`config.mk`:
```
export PLATFORM = sky130hd
export DESIGN_NAME = serial_mag_comparator
export DESIGN_NICKNAME = d
export VERILOG_FILES = /design/src/rtl/serial_mag_comparator.sv
export SDC_FILE = /design/constraint.sdc
export NUM_CORES = 1
export LEC_CHECK = 0
export CORE_MARGIN = 5
export CORE_UTILIZATION = 40
export CTS_CLUSTER_DIAMETER = 80
export DETAILED_ROUTE_END_ITERATION = 10
export PLACE_DENSITY_LB_ADDON = 0.3
export RECOVER_POWER = 25
export SYNTH_ARGS = -nofsm -noshare
export SYNTH_HDL_FRONTEND = slang
export SYNTH_SLANG_ARGS = --single-unit
```
`constraint.sdc`:
```
create_clock -name clk -period 5.3 [get_ports clk]
set_input_delay 1.59 -clock clk [delete_from_list [all_inputs] [get_ports clk]]
set_output_delay 1.59 -clock clk [all_outputs]
set_load 0.05 [all_outputs]
```
`src/rtl/serial_mag_comparator.sv`:
```
// serial_mag_comparator: bit-serial MSB-first magnitude comparator, unsigned or two's complement,
// with early exit on the first differing bit and a one-cycle done pulse.
module serial_mag_comparator #(
    parameter int WIDTH = 8,
    parameter int CNT_W = $clog2(WIDTH)
) (
    input  logic             clk,
    input  logic             rst_n,
    input  logic             start,
    input  logic [WIDTH-1:0] x,
    input  logic [WIDTH-1:0] y,
    input  logic             signed_mode,
    output logic             busy,
    output logic             done,
    output logic             gt,
    output logic             eq,
    output logic             lt
);
    typedef enum logic {IDLE, CMP} state_t;

    state_t           state, state_nx;
    logic [WIDTH-1:0] xr, yr, xr_nx, yr_nx;
    logic [CNT_W-1:0] idx, idx_nx;
    logic             sm, sm_nx, busy_nx, done_nx, gt_nx, eq_nx, lt_nx;
    logic             xb, yb, inv;

    always_comb begin
        xb       = xr[idx];
        yb       = yr[idx];
        // a differing sign bit flips the ordering in two's complement
        inv      = sm && idx == CNT_W'(WIDTH - 1);
        state_nx = state;
        xr_nx    = xr;
        yr_nx    = yr;
        sm_nx    = sm;
        idx_nx   = idx;
        busy_nx  = busy;
        done_nx  = 1'b0;
        gt_nx    = gt;
        eq_nx    = eq;
        lt_nx    = lt;
        if (state == IDLE) begin
            if (start) begin
                xr_nx    = x;
                yr_nx    = y;
                sm_nx    = signed_mode;
                idx_nx   = CNT_W'(WIDTH - 1);
                busy_nx  = 1'b1;
                state_nx = CMP;
            end
        end else if (xb != yb) begin
            gt_nx    = inv ? yb : xb;
            lt_nx    = inv ? xb : yb;
            eq_nx    = 1'b0;
            done_nx  = 1'b1;
            busy_nx  = 1'b0;
            state_nx = IDLE;
        end else if (idx == '0) begin
            gt_nx    = 1'b0;
            lt_nx    = 1'b0;
            eq_nx    = 1'b1;
            done_nx  = 1'b1;
            busy_nx  = 1'b0;
            state_nx = IDLE;
        end else begin
            idx_nx = idx - CNT_W'(1);
        end
    end

    always_ff @(posedge clk or negedge rst_n) begin
        if (!rst_n) begin
            state <= IDLE;
            xr    <= '0;
            yr    <= '0;
            sm    <= 1'b0;
            idx   <= '0;
            busy  <= 1'b0;
            done  <= 1'b0;
            gt    <= 1'b0;
            eq    <= 1'b0;
            lt    <= 1'b0;
        end else begin
            state <= state_nx;
            xr    <= xr_nx;
            yr    <= yr_nx;
            sm    <= sm_nx;
            idx   <= idx_nx;
            busy  <= busy_nx;
            done  <= done_nx;
            gt    <= gt_nx;
            eq    <= eq_nx;
            lt    <= lt_nx;
        end
    end
endmodule

```
==> results.md, run 1 <==
- # resized after CTS: 0
- Drt via density: 5.13
- Clock sinks: 26
- Crit path largest cell delay: 0.80 ns
- Top FF cell, synth: dfrtp_1
- Levels on crit path: 4
- Nets: 143
- Die width: 66.6 microns
- Clk Latency, worst-skew pair: 0.32 ns
- CP max-delay cell: clkbuf_1
- Worst clock skew: 0.00183 ns
- H-tree depth: 1
- Fin crit share: 0.618
- Crit path buf inv count: 2
- Final setup fails: 0
- Worst VDD drop: 0.000277 V
- Crit Path Class: input port to register
- Initial antenna violation count: 0
- Status: finished, final reports clean
- EDFF count, synth: 0
- Worst Slack Setup Final: 2.03 ns
- Initial Utilization: 0.420
- IO Pins: 25
- Syn nets: 118
- ANT nets after route: 0
- Bufs on Longest Clock Path: 2
- Cell Area, Synth: 1280 sq um
- Crit. End Element: register
- Worst min path class: register to register
- Die ar.: 4430 sq um
- CP max FO: 21
- Post-synth top area share: 0.508
- Layout cells sized above 1: 0.202
- Flops & latches, synth: 26
- Crit path max-delay family: buffers and inverters
- Crit path cell chain: dlygate4sd3_1, nor2b_1, clkbuf_1, mux2_2
- Routed WL: 2.20 mm
- Measured slew at the worst slew-check pin: 1.09 ns
- Final Max Tran Viols: 0
- Global-route wire length before repair: 3.94 mm
- Reg2reg path depth: 5
- M3 GR Usage: 0.0455
- CTS Buf Count: 3
- Drt pass-1 iters: 4
- CTS tree: done
- Distinct cells, synth: 31
- Critical path startpoint category: input port
- Met1 Usage GRT: 0.137
- Post-CTS Setup Inserts: 0
- Slew margin rel.: 0.272
- Final Critical Period: 3.27 ns
- Top cells by area, synth: dfrtp_1, mux2_2, mux4_2
- Top flop regs: xr x8, yr x8, idx x3
- Pin count of the biggest net entering global routing: 27
- Synth area leader: dfrtp_1
- Gpl congestion: 0.863
- RSZ-0062 raised after global routing: no
- Vias in the first global route: 898
- Cts hold-fix bufs: 0
- Total GRT Usage: 0.118
- Post-Place Worst Slack: 2.31 ns
- Height of the die: 66.6 microns
- Total grt overflow: 0
- WL per Instance: 13.5 microns
- Clk slew on worst S/H paths: 0.13 ns
- DR vias: 836
- Post-synth ARST share: 1.00
- Power Density: 629 nW/um^2
- Final Non-Filler Cells: 163
- Final hold violation count: 0
- Post-Syn Instances: 95
- Critical path arrival: 3.49 ns
- Hold path depth: 1
- # placed instances: 159
- Setup TNS: 0 ns
- Leak: 0.641 nW
- Yosys warns: 0
- Antenna diodes: 0
- Max-cap violations: 0
- Fmax: 0.305 GHz
- Avg Cell Area, Syn: 13.5 sq um
- Port bufs: 24
- Sequential share of the synthesized area: 0.508
- Residual DRC count: 0
- CP Data Required Time: 5.52 ns
- Area Overhead vs Synth: 22.6%
- DR iter-0 viols: 10
- Dpl hpwl: 1.64 mm
- GR peak layer: met2
- Clk root buf: clkbuf_4
- Core ar.: 3050 sq um
- FP Rows: 20
- Met2 usage: 0.193
-- final timing paths --
check / startpoint / end / slack (ns)
hold / removal: xr[1]$_DFFE_PN0P_ / xr[1]$_DFFE_PN0P_ / 0.50
hold reg to reg: xr[1]$_DFFE_PN0P_ / xr[1]$_DFFE_PN0P_ / 0.50
setup / recovery: start / yr[1]$_DFFE_PN0P_ / 2.03
setup reg to reg: idx[0]$_DFFE_PN0P_ / lt$_DFFE_PN0P_ / 2.60
max in group asynchronous: rst_n / busy$_DFFE_PN0P_ / 2.81
min in group asynchronous: rst_n / yr[2]$_DFFE_PN0P_ / 1.84
-- synthesized netlist by cell type (3+ instances only) --
cell type,count
mux4_2,5
inv_1,3
mux2_1,4
mux2_2,13
a21oi_1,4
nand2_1,4
clkbuf_1,3
nor3_1,3
dfrtp_1,26
ha_1,3
o21ai_1,3
-- layout by cell type (no fill, tap or decap), types with 3 or more instances in the layout --
cell type | Yosys | layout
inv_1 | 3 | 3
mux2_1 | 4 | 4
nor3_1 | 3 | 3
a21oi_1 | 4 | 4
mux2_2 | 13 | 13
clkdlybuf4s50_1 | 0 | 23
nand2_1 | 4 | 4
clkbuf_4 | 0 | 3
dfrtp_1 | 26 | 26
mux4_2 | 5 | 5
ha_1 | 3 | 3
-- per-stage QoR --
stage	power (mW)	utilization	hold WS [ns]	area, sq um
6_report	0.988	0.514	0.502	1570
5_1_grt	1.07	0.514	0.532	1570
4_1_cts	1.03	0.522	0.507	1590
3_5_place_dp	0.932	0.510	0.476	1560
3_3_place_gp	0.916	0.510	0.469	1560
2_1_floorplan	0.813	-	0.453	1280
-- layer usage --
| metal | vias up | wire length [microns] |
|---|---|---|
| li1 | 391 | - |
| met1 | 419 | 950 |
| met2 | 21 | 1070 |
| met3 | 5 | 141 |
| met4 | 0 | 31 |
| met5 | - | 0 |
-- logic make-up (layout without fill, tap and decap cells) --
family	count (synthesis)	after routing	synth area share
flops	26	26	0.508
mux	25	25	0.280
simple gates	17	17	0.0674
fa+ha+maj	3	3	0.0293
compound gates	14	14	0.0703
buf+inv	9	33	0.0322
xor+xnor	1	1	0.0127
-- final cells by class --
class	instances	area, sq um
sequential	26	651
fill	291	1480
clock buffer	4	36.3
tap	44	55.1
inverter	4	15.0
multi-input combinational	60	569
timing repair buffer	25	244
-- report_power, final --
part / switching (mW) / internal [mW] / leakage, nW
Combinational: 0.256 / 0.258 / 0.317
Clock: 0.0552 / 0.0420 / 0.0210
Sequential: 0.0814 / 0.296 / 0.303
Total: 0.392 / 0.596 / 0.641
No activity file was read; power rests on OpenSTA's default activity.
==> run 2, diff against run 1 <==
==> constraint.sdc (replaced) <==
create_clock -name clk -period 3.3 [get_ports clk]
set_input_delay 0.99 -clock clk [delete_from_list [all_inputs] [get_ports clk]]
set_output_delay 0.99 -clock clk [all_outputs]
set_load 0.05 [all_outputs]
==> run 2 against run 1 <==
  * Combinational power is 70% higher
  * Clock-buffer cell count stayed put
  * Final cell count is 0.61% higher
  * Critical endpoint is now gt
  * Largest cell class unchanged
==> results.md, run 2 (synthesized netlist as in run 1, its figures left out) <==
- Pwr Total: 1.64 mW (was 988 uW)
- Layout cells sized above 1: 0.225 (was 0.202)
- DR iter-0 viols: 43 (was 10)
- Core ar.: 3050 sq um (unchanged)
- Clock sinks: 26 (unchanged)
- Antenna diodes: 0 (unchanged)
- Crit. End Element: output pin (was register)
- CTS Buf Count: 3 (unchanged)
- ANT nets after route: 0 (unchanged)
- Critical path arrival: 1.54 ns (was 3.49 ns)
- FILL cells: 289 (was 291)
- Crit path max-delay family: buffers and inverters (unchanged)
- Critical path startpoint category: register (was input port)
- Gpl congestion: 0.844 (was 0.863)
- Area Overhead vs Synth: 24.7% (was 22.6%)
- Worst VDD drop: 0.000437 V (was 0.000277 V)
- Final Max Tran Viols: 0 (unchanged)
- Die ar.: 4430 sq um (unchanged)
- DR vias: 849 (was 836)
- Crit path largest cell delay: 0.82 ns (was 0.80 ns)
- CP max FO: 3 (was 21)
- Global-route wire length before repair: 3.88 mm (was 3.94 mm)
- Leading cell type in the layout, fill and taps excluded: dfrtp_1 (unchanged)
- Drt pass-1 iters: 4 (unchanged)
- # placed instances: 160 (was 159)
- Bufs on Longest Clock Path: 2 (unchanged)
- Clk Latency, worst-skew pair: 0.32 ns (about the same)
- Initial Utilization: 0.420 (unchanged)
- Total grt overflow: 0 (unchanged)
- Vias in the first global route: 884 (was 898)
- Slew margin rel.: 0.108 (was 0.272)
- Leading cell types in the layout, fill and taps excluded: dfrtp_1, clkdlybuf4s50_1, mux2_2, mux4_2 (unchanged)
- RSZ-0062 raised after global routing: no (unchanged)
- CP Data Required Time: 2.31 ns (was 5.52 ns)
- Clk root buf: clkbuf_4 (unchanged)
- Measured slew at the worst slew-check pin: 1.34 ns (was 1.09 ns)
- Final setup fails: 0 (unchanged)
- Clk slew on worst S/H paths: 0.13 ns (about the same)
- Multi-input gate area: 589 sq um (was 569 sq um)
- FP Rows: 20 (unchanged)
- Min Hold Slack: 0.508 ns (was 0.502 ns)
- Port bufs: 24 (unchanged)
- Crit Path Class: register to output pin (was input port to register)
- Fin crit share: 0.766
- Pin count of the biggest net entering global routing: 27 (unchanged)
- Crit path buf inv count: 1 (was 2)
- IO Pins: 25 (unchanged)
- Residual DRC count: 0 (unchanged)
- Top flop regs: xr x8, yr x8, idx x3 (unchanged)
- H-tree depth: 1 (unchanged)
- Max-cap violations: 0 (unchanged)
- Drt via density: 5.18 (was 5.13)
- Worst min path class: register to register (unchanged)
- Cts hold-fix bufs: 0 (unchanged)
- Die width: 66.6 microns (unchanged)
- Fmax: 0.396 GHz
- Status: finished, final reports clean (unchanged)
- Seq. cell area: 651 sq um (unchanged)
- Worst clock skew: 0.00394 ns (was 0.00183 ns)
- Final Non-Filler Cells: 164 (was 163)
- Routed WL: 2.15 mm (was 2.20 mm)
- Post-CTS Setup Inserts: 0 (unchanged)
- Height of the die: 66.6 microns (unchanged)
- Nets: 144 (was 143)
- Final Critical Period: 2.53 ns
- WL per Instance: 13.1 microns (was 13.5 microns)
- Total GRT Usage: 0.115 (was 0.118)
- CTS tree: done (unchanged)
- Setup TNS: 0 ns (unchanged)
- # resized after CTS: 0 (unchanged)
- Leak: 0.648 nW (was 0.641 nW)
- Dpl hpwl: 1.62 mm (was 1.64 mm)
- Initial antenna violation count: 0 (unchanged)
- CP max-delay cell: clkdlybuf4s50_1 (was clkbuf_1)
- Crit path cell chain: clkdlybuf4s50_1 (was dlygate4sd3_1, nor2b_1, clkbuf_1, mux2_2)
- Final hold violation count: 0 (unchanged)
- Power Density: 1020 nW/um^2 (was 629 nW/um^2)
- FF-to-FF setup slack: 0.97 ns (was 2.60 ns)
run 2: layout make-up:
class	instances	area share
clock buffers	4	0.0227
inverters	4	0.00940
multi-input cells	60	0.369
flip-flops and latches	26	0.407
well taps	44	0.0345
repair buffers	26	0.157
run 2: worst paths after layout:
kind	startpoint	end	cells after the start
setup reg to reg	idx[0]$_DFFE_PN0P_	lt$_DFFE_PN0P_	5
max in group asynchronous	rst_n	xr[7]$_DFFE_PN0P_	2
setup / recovery	gt$_DFFE_PN0P_	gt	1
hold / removal	xr[2]$_DFFE_PN0P_	xr[2]$_DFFE_PN0P_	1
hold reg to reg	xr[2]$_DFFE_PN0P_	xr[2]$_DFFE_PN0P_	1
min in group asynchronous	rst_n	yr[2]$_DFFE_PN0P_	2
run 2: report_power, final:
group	switching [mW]	internal (mW)	total (mW)
Clock	0.0903	0.0675	0.158
Combinational	0.431	0.443	0.874
Sequential	0.128	0.475	0.603
run 2: through the flow:
step / cell area [sq um] / utilization / worst slack [ns]
final: 1600 / 0.523 / 0.772
after global placement: 1570 / 0.513 / 0.931
after detailed placement: 1570 / 0.513 / 0.922
after global routing: 1600 / 0.523 / 0.643
after CTS: 1600 / 0.525 / 0.756
after floorplan: 1280 / - / 1.29
run 2: per-layer routing:
layer	up-vias	track usage	wire length, microns
met3	2	0.0422	119
met2	20	0.189	1070
li1	395	-	-
met1	432	0.140	946
met4	0	0.0355	12
met5	-	0	0
